**src/rtl/hive_irq_ctl_pkg.sv**
```systemverilog
// Shared sizes, rbus address and thread-id types for the hive interrupt controller.
// Build option: HIVE_IRQ_SYNC_EN (see hive_irq_ctl.sv).
`ifndef RBUS_IRQ
`define RBUS_IRQ 8'h24
`endif

package hive_irq_ctl_pkg;

  localparam int unsigned HIVE_THREADS     = 8;
  localparam int unsigned HIVE_ALU_W       = 32;
  localparam int unsigned HIVE_RBUS_ADDR_W = 8;
  localparam int unsigned HIVE_TID_W       = $clog2(HIVE_THREADS);

  localparam logic [HIVE_RBUS_ADDR_W-1:0] RBUS_IRQ_ADDR = `RBUS_IRQ;

  // Only the stage-0 slot id is routed to this block.
  localparam int unsigned HIVE_PIPE_STAGES = 1;

  typedef logic [HIVE_TID_W-1:0] tid_t;
  typedef tid_t [HIVE_PIPE_STAGES-1:0] ID_T;

endpackage

```
**src/rtl/hive_reg_base.sv**
```systemverilog
// Single rbus register slot: one R/W field stored here, an optional write-1-to-clear
// field exported as a pulse, and registered read data taken from a loop-back word.
module hive_reg_base #(
  parameter int unsigned       ADDR_W  = 8,
  parameter int unsigned       DATA_W  = 32,
  parameter logic [ADDR_W-1:0] ADDR    = '0,
  parameter                    WR_MODE = "COW1",
  parameter                    RD_MODE = "LOOP",
  parameter int unsigned       RW_W    = 8,
  parameter int unsigned       CLR_LSB = 8,
  parameter int unsigned       CLR_W   = 8,
  parameter logic [DATA_W-1:0] RD_MASK = '1
) (
  input  logic              clk,
  input  logic              rst_n,
  input  logic [ADDR_W-1:0] addr,
  input  logic              wr,
  input  logic              rd,
  input  logic [DATA_W-1:0] wr_data,
  input  logic [DATA_W-1:0] loop,
  output logic [DATA_W-1:0] rd_data,
  output logic [RW_W-1:0]   rw_q,
  output logic [CLR_W-1:0]  clr
);

  logic              hit_wr;
  logic              hit_rd;
  logic [DATA_W-1:0] rd_src;

  assign hit_wr = wr && (addr == ADDR);
  assign hit_rd = rd && (addr == ADDR);

  always_ff @(posedge clk or negedge rst_n) begin
    if (!rst_n) begin
      rw_q <= '0;
    end else if (hit_wr) begin
      rw_q <= RW_W'(wr_data);
    end
  end

  generate
    if (WR_MODE == "COW1") begin : g_cow1
      assign clr = hit_wr ? CLR_W'(wr_data >> CLR_LSB) : '0;
    end else begin : g_rw
      assign clr = '0;
    end

    if (RD_MODE == "LOOP") begin : g_loop
      assign rd_src = loop;
    end else begin : g_self
      assign rd_src = DATA_W'(rw_q);
    end
  endgenerate

  always_ff @(posedge clk or negedge rst_n) begin
    if (!rst_n) begin
      rd_data <= '0;
    end else if (hit_rd) begin
      rd_data <= rd_src & RD_MASK;
    end else begin
      rd_data <= '0;
    end
  end

endmodule

```
**src/rtl/hive_irq_ctl.sv**
```systemverilog
// Per-thread interrupt controller: edge detect, pending/in-service tracking, slot issue.
// Build option HIVE_IRQ_SYNC_EN inserts a 2-flop synchronizer ahead of the edge detect.
//
// Per-thread state (pend, ise):
//   state      | meaning
//   idle  0,0  | nothing outstanding
//   pend  1,0  | waiting for the thread's slot
//   serv  0,1  | handler running, waiting for irt
//   both  1,1  | handler running, next irq queued
module hive_irq_ctl
  import hive_irq_ctl_pkg::*;
#(
  parameter int unsigned            THREADS     = HIVE_THREADS,
  parameter int unsigned            ALU_W       = HIVE_ALU_W,
  parameter int unsigned            RBUS_ADDR_W = HIVE_RBUS_ADDR_W,
  parameter logic [RBUS_ADDR_W-1:0] ADDR        = `RBUS_IRQ
) (
  input  logic                   clk_i,
  input  logic                   rst_i,
  input  logic [RBUS_ADDR_W-1:0] rbus_addr_i,
  input  logic                   rbus_wr_i,
  input  logic                   rbus_rd_i,
  input  logic [ALU_W-1:0]       rbus_wr_data_i,
  output logic [ALU_W-1:0]       rbus_rd_data_o,
  input  logic [THREADS-1:0]     irq_i,
  input  ID_T                    id_i,
  input  logic                   irt_i,
  output logic                   irq_o,
  output logic [THREADS-1:0]     irq_er_o
);

  localparam logic [ALU_W-1:0] RD_MASK = ~({ALU_W{1'b1}} << (3 * THREADS));

  logic [THREADS-1:0] irq_src;
  logic [THREADS-1:0] irq_q;
  logic [THREADS-1:0] en;
  logic [THREADS-1:0] pend;
  logic [THREADS-1:0] ise;
  logic [THREADS-1:0] clr;
  logic [THREADS-1:0] rise;
  logic [THREADS-1:0] hit;
  logic [THREADS-1:0] issue_vec;
  logic [THREADS-1:0] pend_nx;
  logic [THREADS-1:0] ise_nx;
  logic [THREADS-1:0] err_nx;
  logic [ALU_W-1:0]   status;
  tid_t               sel;

`ifdef HIVE_IRQ_SYNC_EN
  localparam int unsigned ARM_W = 3;
  logic [THREADS-1:0] sync_a;
  logic [THREADS-1:0] sync_b;

  always_ff @(posedge clk_i or negedge rst_i) begin
    if (!rst_i) begin
      sync_a <= '0;
      sync_b <= '0;
    end else begin
      sync_a <= irq_i;
      sync_b <= sync_a;
    end
  end

  assign irq_src = sync_b;
`else
  localparam int unsigned ARM_W = 1;
  assign irq_src = irq_i;
`endif

  // Edge detection stays disarmed until irq_q has captured the post-reset line level,
  // so a line already high when reset releases is not mistaken for a new request.
  logic [ARM_W-1:0] arm_sr;
  logic             armed;
  assign armed = arm_sr[ARM_W-1];

  assign sel = id_i[0];

  hive_reg_base #(
    .ADDR_W  (RBUS_ADDR_W),
    .DATA_W  (ALU_W),
    .ADDR    (ADDR),
    .WR_MODE ("COW1"),
    .RD_MODE ("LOOP"),
    .RW_W    (THREADS),
    .CLR_LSB (THREADS),
    .CLR_W   (THREADS),
    .RD_MASK (RD_MASK)
  ) u_reg (
    .clk     (clk_i),
    .rst_n   (rst_i),
    .addr    (rbus_addr_i),
    .wr      (rbus_wr_i),
    .rd      (rbus_rd_i),
    .wr_data (rbus_wr_data_i),
    .loop    (status),
    .rd_data (rbus_rd_data_o),
    .rw_q    (en),
    .clr     (clr)
  );

  always_ff @(posedge clk_i or negedge rst_i) begin
    if (!rst_i) begin
      irq_q    <= '0;
      pend     <= '0;
      ise      <= '0;
      irq_er_o <= '0;
      arm_sr   <= '0;
    end else begin
      irq_q    <= irq_src;
      pend     <= pend_nx;
      ise      <= ise_nx;
      irq_er_o <= err_nx;
      arm_sr   <= (arm_sr << 1) | ARM_W'(1);
    end
  end

  always_comb begin
    rise           = irq_src & ~irq_q & {THREADS{armed}};
    hit            = rise & en;
    issue_vec      = '0;
    issue_vec[sel] = pend[sel] & en[sel] & ~ise[sel] & ~clr[sel];
    err_nx         = hit & (ise | pend);
    // A new edge outranks both the issue clear and an rbus clear of pend.
    pend_nx        = (pend & ~issue_vec & ~clr) | hit;
    ise_nx         = ise | issue_vec;
    if (irt_i && ise[sel]) begin
      ise_nx[sel] = 1'b0;
    end
  end

  always_comb begin
    irq_o                   = |issue_vec;
    status                  = '0;
    status[3*THREADS-1:0]   = {ise, pend, en};
  end

endmodule
```
**config.mk**
```make
export PLATFORM = sky130hd
export DESIGN_NAME = hive_irq_ctl
export DESIGN_NICKNAME = d
export VERILOG_FILES = /design/src/rtl/hive_irq_ctl_pkg.sv /design/src/rtl/hive_reg_base.sv /design/src/rtl/hive_irq_ctl.sv
export SDC_FILE = /design/constraint.sdc
export NUM_CORES = 1
export LEC_CHECK = 0
export ABC_CLOCK_PERIOD_IN_PS = 6500
export CAP_MARGIN = 20
export CORE_MARGIN = 2
export CORE_UTILIZATION = 49
export CTS_CLUSTER_DIAMETER = 40
export DETAILED_ROUTE_END_ITERATION = 10
export PLACE_DENSITY = 0.85
export SYNTH_ARGS = -nofsm -noshare
export SYNTH_HDL_FRONTEND = slang
export SYNTH_HIERARCHICAL = 1
export SYNTH_SLANG_ARGS = --single-unit
```
**constraint.sdc**
```tcl
create_clock -name clk_i -period 6.5 [get_ports clk_i]
set_clock_uncertainty 0.15 [all_clocks]
set_input_delay 1.95 -clock clk_i [delete_from_list [all_inputs] [get_ports clk_i]]
set_output_delay 1.95 -clock clk_i [all_outputs]
set_load 0.02 [all_outputs]
```
-- Word-level counts from Yosys, hierarchy flattened
Index checks and enable logic that the tools add are counted.
- latch bits: 0
- memories: 0
- RAM bits: 0
- logic and storage cells: 48
- input port bits: 56
- ROM bits: 0
- register bits after elaboration: 73
- output and inout bits: 41
- eq/ne operators: 1
- reduce and logical (&&, ||, !) cells: 5
- order comparisons: 2
- multiplexer cells: 13
- bitwise operators: 20
- divide/modulo/power cells: 0
- multipliers: 0
- $add $sub $neg: 0
- shift operators: 0
- operators by type and width (cell ; number):
    bitwise AND 8 bit ; 8
    inverter 8 bit ; 4
    two-way mux 24 bit ; 1
    bitwise OR 8 bit ; 3
    two-way mux 8 bit ; 2
    binary-select mux 1 bit (select 3 bit) ; 4
    == test 8 x 6 -> 1 bit (second input constant) ; 1
    OR reduction 8 bit ; 1
    two-way mux 1 bit ; 5
    logical AND 1 bit ; 4
    less-than comparator 3 x 4 -> 1 bit (second input constant) ; 1
    bitwise AND 1 bit ; 3
    demux 1 bit (select 3 bit) ; 1
    greater-or-equal comparator 3 x 1 -> 1 bit (second input constant) ; 1
    inverter 1 bit ; 2

-- Logic depth before layout (Yosys ltp)
Gate-level depths: netlist of run 1.
- word-level depth: 12
- depth in mapped cells: 8
- depth with buffers taken out: 7

-- Cells and area by module
Netlist of run 1, hierarchy kept.
- modules (own cells, without submodules) (module ; seq. area each (µm²) ; cells an instance ; instances ; area each (µm²)):
    hive_irq_ctl ; 825.8 ; 138 ; 1 ; 1651.6
    hive_reg_base ; 800.8 ; 90 ; 1 ; 1231.2

-- Worst setup path before layout of run 1
Ideal clock, no wire load.
- kind: input -> output
- start point: in rbus_addr_i[5]
- end point: out irq_o
- buffers on the path: 1
- data required time: 4.400 ns
- slack: 0.762 ns
- arrival: 3.638 ns
- stages on the path: 8
- path through: or4b_1 -> nor3_4 -> buf_6 -> and2_1 -> mux4_2 -> mux2i_4 -> nand3_1 -> nor2_1
- cells in the longest elaborated chain, start to end: 9
- ends and longest elaborated chain (element ; RTL line ; source):
    from (decl) ; hive_irq_ctl.sv:20 ; input logic [RBUS_ADDR_W-1:0] rbus_addr_i,
    == test 8 x 6 -> 1 bit ; hive_reg_base.sv:30 ; assign hit_wr = wr && (addr == ADDR);
    logical AND 1 bit ; hive_reg_base.sv:30 ;
    two-way mux 8 bit ; hive_reg_base.sv:43 ; assign clr = hit_wr ? CLR_W'(wr_data >> CLR_LSB) : '0;
    named net clr[5] ; hive_irq_ctl.sv:39 ; logic [THREADS-1:0] clr;
    binary-select mux 1 bit (select 3 bit) ; hive_irq_ctl.sv:121 ; issue_vec[sel] = pend[sel] & en[sel] & ~ise[sel] & ~clr[sel];
    two-way mux 1 bit (implied by the code) ; hive_irq_ctl.sv:121 ;
    inverter 1 bit ; hive_irq_ctl.sv:121 ;
    bitwise AND 1 bit ; hive_irq_ctl.sv:121 ;
    bitwise AND 8 bit (no line) ; -- ;
    OR reduction 8 bit ; hive_irq_ctl.sv:132 ; irq_o = |issue_vec;
    to (decl) ; hive_irq_ctl.sv:28 ; output logic irq_o,
The timed path passes the listed nets, and every way through them passes these cells. The select of a mux whose other input is x is not followed.

-- Worst setup path after layout of run 1
- start point: in rbus_addr_i[7]
- end point: out irq_o
Same word-level chain as after synthesis.

==> results of run 1 <==
[stage by stage]
step	std cells	total power, µW	worst slack [ns]
final	389	946	0.172
after floorplan	234	537	0.762
after detailed placement	372	593	-0.0652
after CTS	388	952	0.177
after global routing	389	988	0.0684
after global placement	372	585	-0.0337
[metal layers]
layer	vias up	track usage [%]
met5	-	0
met4	0	10.2
met3	10	4.49
met2	69	33.3
met1	977	26.5
li1	957	-
[flip-flops by register name, summed over array words and instances, names as in the netlist]
name / count
arm_sr: 1
irq_er_o: 8
irq_q: 8
ise: 8
pend: 8
u_reg/rd_data: 24
u_reg/rw_q: 8
[cells in the final DEF (no fill, tap or decap), types with 7 or more instances in the layout]
master and instances:
clkdlybuf4s50_1 70, dfrtp_1 65, and2_1 32, nor2_1 18
o31ai_1 15, inv_1 9, conb_1 9, clkbuf_8 9
buf_4 9, nand4b_1 8, nand2_1 8, mux2_2 7
o21ai_0 7, o21a_1 7
[worst max-delay path by stage]
stage / slack, ns / to / cells past startpoint
after floorplan: 0.76 / irq_o / 8
after global placement: -0.03 / irq_o / 10
after detailed placement: -0.07 / irq_o / 10
after CTS: 0.18 / irq_o / 10
after global routing: 0.07 / irq_o / 10
final: 0.17 / irq_o / 10
[power by group]
part | leakage, µW | internal [µW] | switching (µW)
combinational | 0.000814 | 65.8 | 62.2
sequential | 0.000852 | 431 | 26.5
clock | 0.000102 | 216 | 145
total | 0.00177 | 713 | 233
[critical path, delay by kind of cell]
kind,cells,cell delay (ns)
buffers and inverters,3,0.85
muxes,2,0.35
and+or+nand+nor,5,1.08
[area by class of cell]
type	count	area [µm²]	share of cell area (%)
sequential	65	1630	41.5
inverter	9	33.8	0.863
tap	72	90.1	2.30
clock inverter	3	65.1	1.66
multi-input combinational	143	1130	28.8
clock buffer	13	139	3.55
timing repair buffer	84	833	21.3
[timing repair]
action,CTS,global route
buffers inserted,0,0
gates resized for setup,1,0
hold buffers,0,0
endpoints found under the hold margin,0,0
setup endpoints to repair,1,0
==> impl_metrics.json, run 1 <==
{
  "core_area_um2": 5570,
  "die_h_um": 80.7,
  "route.met3.wl_um": 370,
  "rr_worst_depth": 5,
  "hold_start": "pend[6]",
  "fill_cells": 404,
  "io_pins": 97,
  "initial_core_util_pct": 51.6,
  "top_layer_used": "met4",
  "path_max_fanout": 9,
  "final_cell_area_um2": 3920,
  "ys_warn_count": 6,
  "fin_hold_ws_ns": 0.389,
  "slew_viol_final": 0,
  "cp-start-kind": "primary input",
  "clk_path_buf_depth": 2,
  "run_status": "completed",
  "root_buffer": "clkbuf_8",
  "crit-reg2reg-capture": "ise[6]",
  "period_needed_ns": 6.33,
  "met2WireLength_um": 3030,
  "num_vias": 2013,
  "worstPathArrival_ns": 4.23,
  "drt_pass1_iterations": 4,
  "dp_hpwl_um": 4310,
  "wl_met1_um": 2520,
  "antenna_found_initial": 0,
  "cts_made_buffers": 9,
  "netlist_area_um2": 2880,
  "diodes": 0,
  "hp-class": "flip-flop to flip-flop",
  "syn2layout_area_growth_pct": 36.0,
  "dieWidth_um": 80.7,
  "r2r_setup_slack_ns": 4.45,
  "clk_pin_slew_ns": 0.06,
  "gp_congestion": 0.822,
  "tns_ns": 0,
  "min_to": "u_reg/rd_data[14]",
  "drive_above_1_share_pct": 13.6,
  "cts_tree": "built",
  "fp-row-count": 27,
  "cp-startpoint": "rbus_addr_i[7]",
  "route.detailed.drc": 0,
  "vias_per_cell": 5.17,
  "grt_max_degree": 66,
  "fin_crit_sh_pct": 97.4,
  "worst_path_max_delay_cell": "or4b_4",
  "grt_pass1_vias": 2033,
  "synthCells": 227,
  "placed_cell_area_um2": 3700,
  "drtAntennaViolNets": 0,
  "clk_latency_ns": 0.34,
  "slowest_delay_ns": 0.57,
  "htree_levels": 3,
  "avgRoutedWirePerCell_um": 15.5,
  "cp.required_ns": 4.40,
  "ir_worst_vdd_uv": 164,
  "rsz0062_at_grt": "false",
  "cap_viol_max_count": 0,
  "crit_path_end_kind": "output port",
  "worstMarginPinSlew_ns": 0.784,
  "path_cells": "clkdlybuf4s50_1 -> or4b_4 -> nor3_4 -> buf_12 -> and2_1 -> mux4_2 -> mux2i_4 -> nand3_1 -> nor2_1 -> dlygate4sd2_1",
  "report.final.setup_viol": 0,
  "power_density_nw_per_um2": 242,
  "max_freq_mhz": 158,
  "p_leak_uw": 0.00177,
  "grt_pass1_wl_um": 9880,
  "drtIter0Drc": 141,
  "cts_sinks": 65,
  "grt_usage_pct": 20.7,
  "crit_type": "primary input to output port",
  "grt_overflow": 0,
  "io_buffers": 72,
  "synth.avg_cell_area_um2": 12.7,
  "whs_path_depth": 1,
  "die-area_um2": 6500,
  "finalHoldViolations": 0,
  "maxSlewHeadroom_pct": 47.7,
  "fin_nets": 368,
  "routed_wl_um": 6040,
  "final_core_util_pct": 70.3,
  "worstReg2RegStart": "ise[5]"
}
No activity file was read; power rests on OpenSTA's default activity.
==> run 2: changes to the inputs <==
- CORE_UTILIZATION: 49 -> 60
- DONT_BUFFER_PORTS: default -> 1
- PLACE_DENSITY: 0.85 -> 0.76
==> run 2 against run 1 <==
Net effect: die area is 17% lower; via count is 16% lower; register-to-register slack got worse by 0.09 ns; first-iteration DRC count increased by 13%; clock power is 8.6% lower; routed wire length is 11% lower; count of clock-buffer cells in the layout is the same; critical path depth down 3; worst hold slack got worse by 0.0016 ns.
==> impl_metrics.json, run 2 (same netlist as run 1, synthesis figures left out) <==
{
  "run_status": "completed",
  "initial_core_util_pct": 61.8,
  "drtAntennaViolNets": 0,
  "dieWidth_um": 73.3,
  "slew_viol_final": 0,
  "largest_reg_flops": 24,
  "report.final.setup_viol": 0,
  "finalHoldViolations": 0,
  "htree_levels": 3,
  "grt_pass1_wl_um": 8980,
  "rsz0062_at_grt": "false",
  "min_to": "u_reg/rd_data[12]",
  "worstReg2RegStart": "ise[5]",
  "drtIter0Drc": 160,
  "path_max_fanout": 9,
  "cts_resized": 0,
  "routed_wl_um": 5370,
  "power_density_nw_per_um2": 284,
  "cts_tree": "built",
  "crit_type": "primary input to output port",
  "ctsHoldBuffers": 0,
  "grt_overflow": 0,
  "hold_start": "pend[4]",
  "route.detailed.drc": 0,
  "grt_max_degree": 66,
  "cts_sinks": 65,
  "fin_crit_sh_pct": 89.3,
  "whs_path_depth": 1,
  "grt_pass1_vias": 1801,
  "ir_worst_vdd_uv": 192,
  "final_core_util_pct": 65.7,
  "clk_pin_slew_ns": 0.07,
  "dp_hpwl_um": 3690,
  "p_leak_uw": 0.00144,
  "die-area_um2": 5370,
  "cp.required_ns": 4.40,
  "cp-start-kind": "primary input",
  "diodes": 0,
  "period_needed_ns": 5.81,
  "clk_latency_ns": 0.34,
  "core_area_um2": 4660,
  "grt_usage_pct": 23.1,
  "hp-class": "flip-flop to flip-flop",
  "root_buffer": "clkbuf_8",
  "cap_viol_max_count": 0,
  "drt_pass1_iterations": 4,
  "cts_made_buffers": 9,
  "tns_ns": 0,
  "worstMarginPinSlew_ns": 0.501,
  "gp_congestion": 0.797,
  "worstPathArrival_ns": 3.71,
  "syn2layout_area_growth_pct": 6.43,
  "clk_path_buf_depth": 2,
  "maxSlewHeadroom_pct": 65.9,
  "r2r_setup_slack_ns": 4.36,
  "die_h_um": 73.3,
  "crit_path_end_kind": "output port",
  "io_buffers": 0,
  "regMostFlops": "u_reg/rd_data",
  "fin_hold_ws_ns": 0.387,
  "crit-reg2reg-capture": "pend[2]",
  "fp-row-count": 25,
  "layout_commonest_cell": "dfrtp_1",
  "fin_nets": 286,
  "rr_worst_depth": 4,
  "num_vias": 1682,
  "vias_per_cell": 5.82,
  "avgRoutedWirePerCell_um": 18.6,
  "dp_cells": 272,
  "max_freq_mhz": 172,
  "antenna_found_initial": 0,
  "io_pins": 97,
  "drive_above_1_share_pct": 14.0,
  "instances_no_fill": 289,
  "post_cts_buffers": 0,
  "mostFrequentLayoutCells": "dfrtp_1, and2_1, nor2_1"
}
run 2: changes by cell type in the layout (fill, tap and decap cells not counted):
| cell | change |
|---|---|
| clkdlybuf4s50_1 | -70 |
| buf_4 | -8 |
| buf_12 | -2 |
| buf_2 | -1 |
| bufinv_16 | -1 |
| clkbuf_1 | -1 |
| clkbuf_8 | +1 |
| clkinv_2 | +1 |
| dlygate4sd2_1 | -1 |
run 2: final cells by class:
type	count	area [µm²]
clock buffers	13	149
clock inverters	3	40.0
fillers	354	1600
inverters	9	33.8
multi-input cells	143	1130
flip-flops and latches	65	1630
well taps	54	67.6
repair buffers	2	18.8
run 2: stage by stage:
stage	setup WS (ns)	power (µW)	cell area [µm²]
floorplan	0.762	537	2910
CTS	0.691	877	3050
finish	0.694	871	3060
detailed placement	0.695	548	2860
global route	0.584	908	3060
global placement	0.752	543	2860
run 2: worst max path at each step:
stage / startpoint / endpoint / slack, ns / depth (start not counted)
floorplan: rbus_addr_i[5] / irq_o / 0.76 / 8
global placement: rbus_addr_i[5] / irq_o / 0.75 / 7
detailed placement: rbus_addr_i[5] / irq_o / 0.69 / 7
CTS: rbus_addr_i[5] / irq_o / 0.69 / 7
global route: rbus_addr_i[5] / irq_o / 0.58 / 7
finish: rbus_addr_i[5] / irq_o / 0.69 / 7
run 2: worst max-delay path, stage by stage:
cell and delay [ns]:
or4b_1 0.21, nor3_4 0.08, and2_1 0.18, mux4_2 0.52
mux2i_4 0.25, nand3_1 0.12, nor2_1 0.39
run 2: layer usage:
| layer | up-vias | GRT usage, % | share of wire, % |
|---|---|---|---|
| met5 | - | 0 | 0 |
| met4 | 0 | 10.3 | 1.8 |
| met3 | 9 | 11.0 | 9.1 |
| met2 | 71 | 32.6 | 47 |
| met1 | 817 | 30.3 | 42 |
| li1 | 785 | - | - |
run 2: power breakdown:
part / switching, µW / internal [µW] / total (µW)
Clock: 144 / 187 / 330
Sequential: 27.3 / 432 / 459
Combinational: 41.6 / 40.6 / 82.2
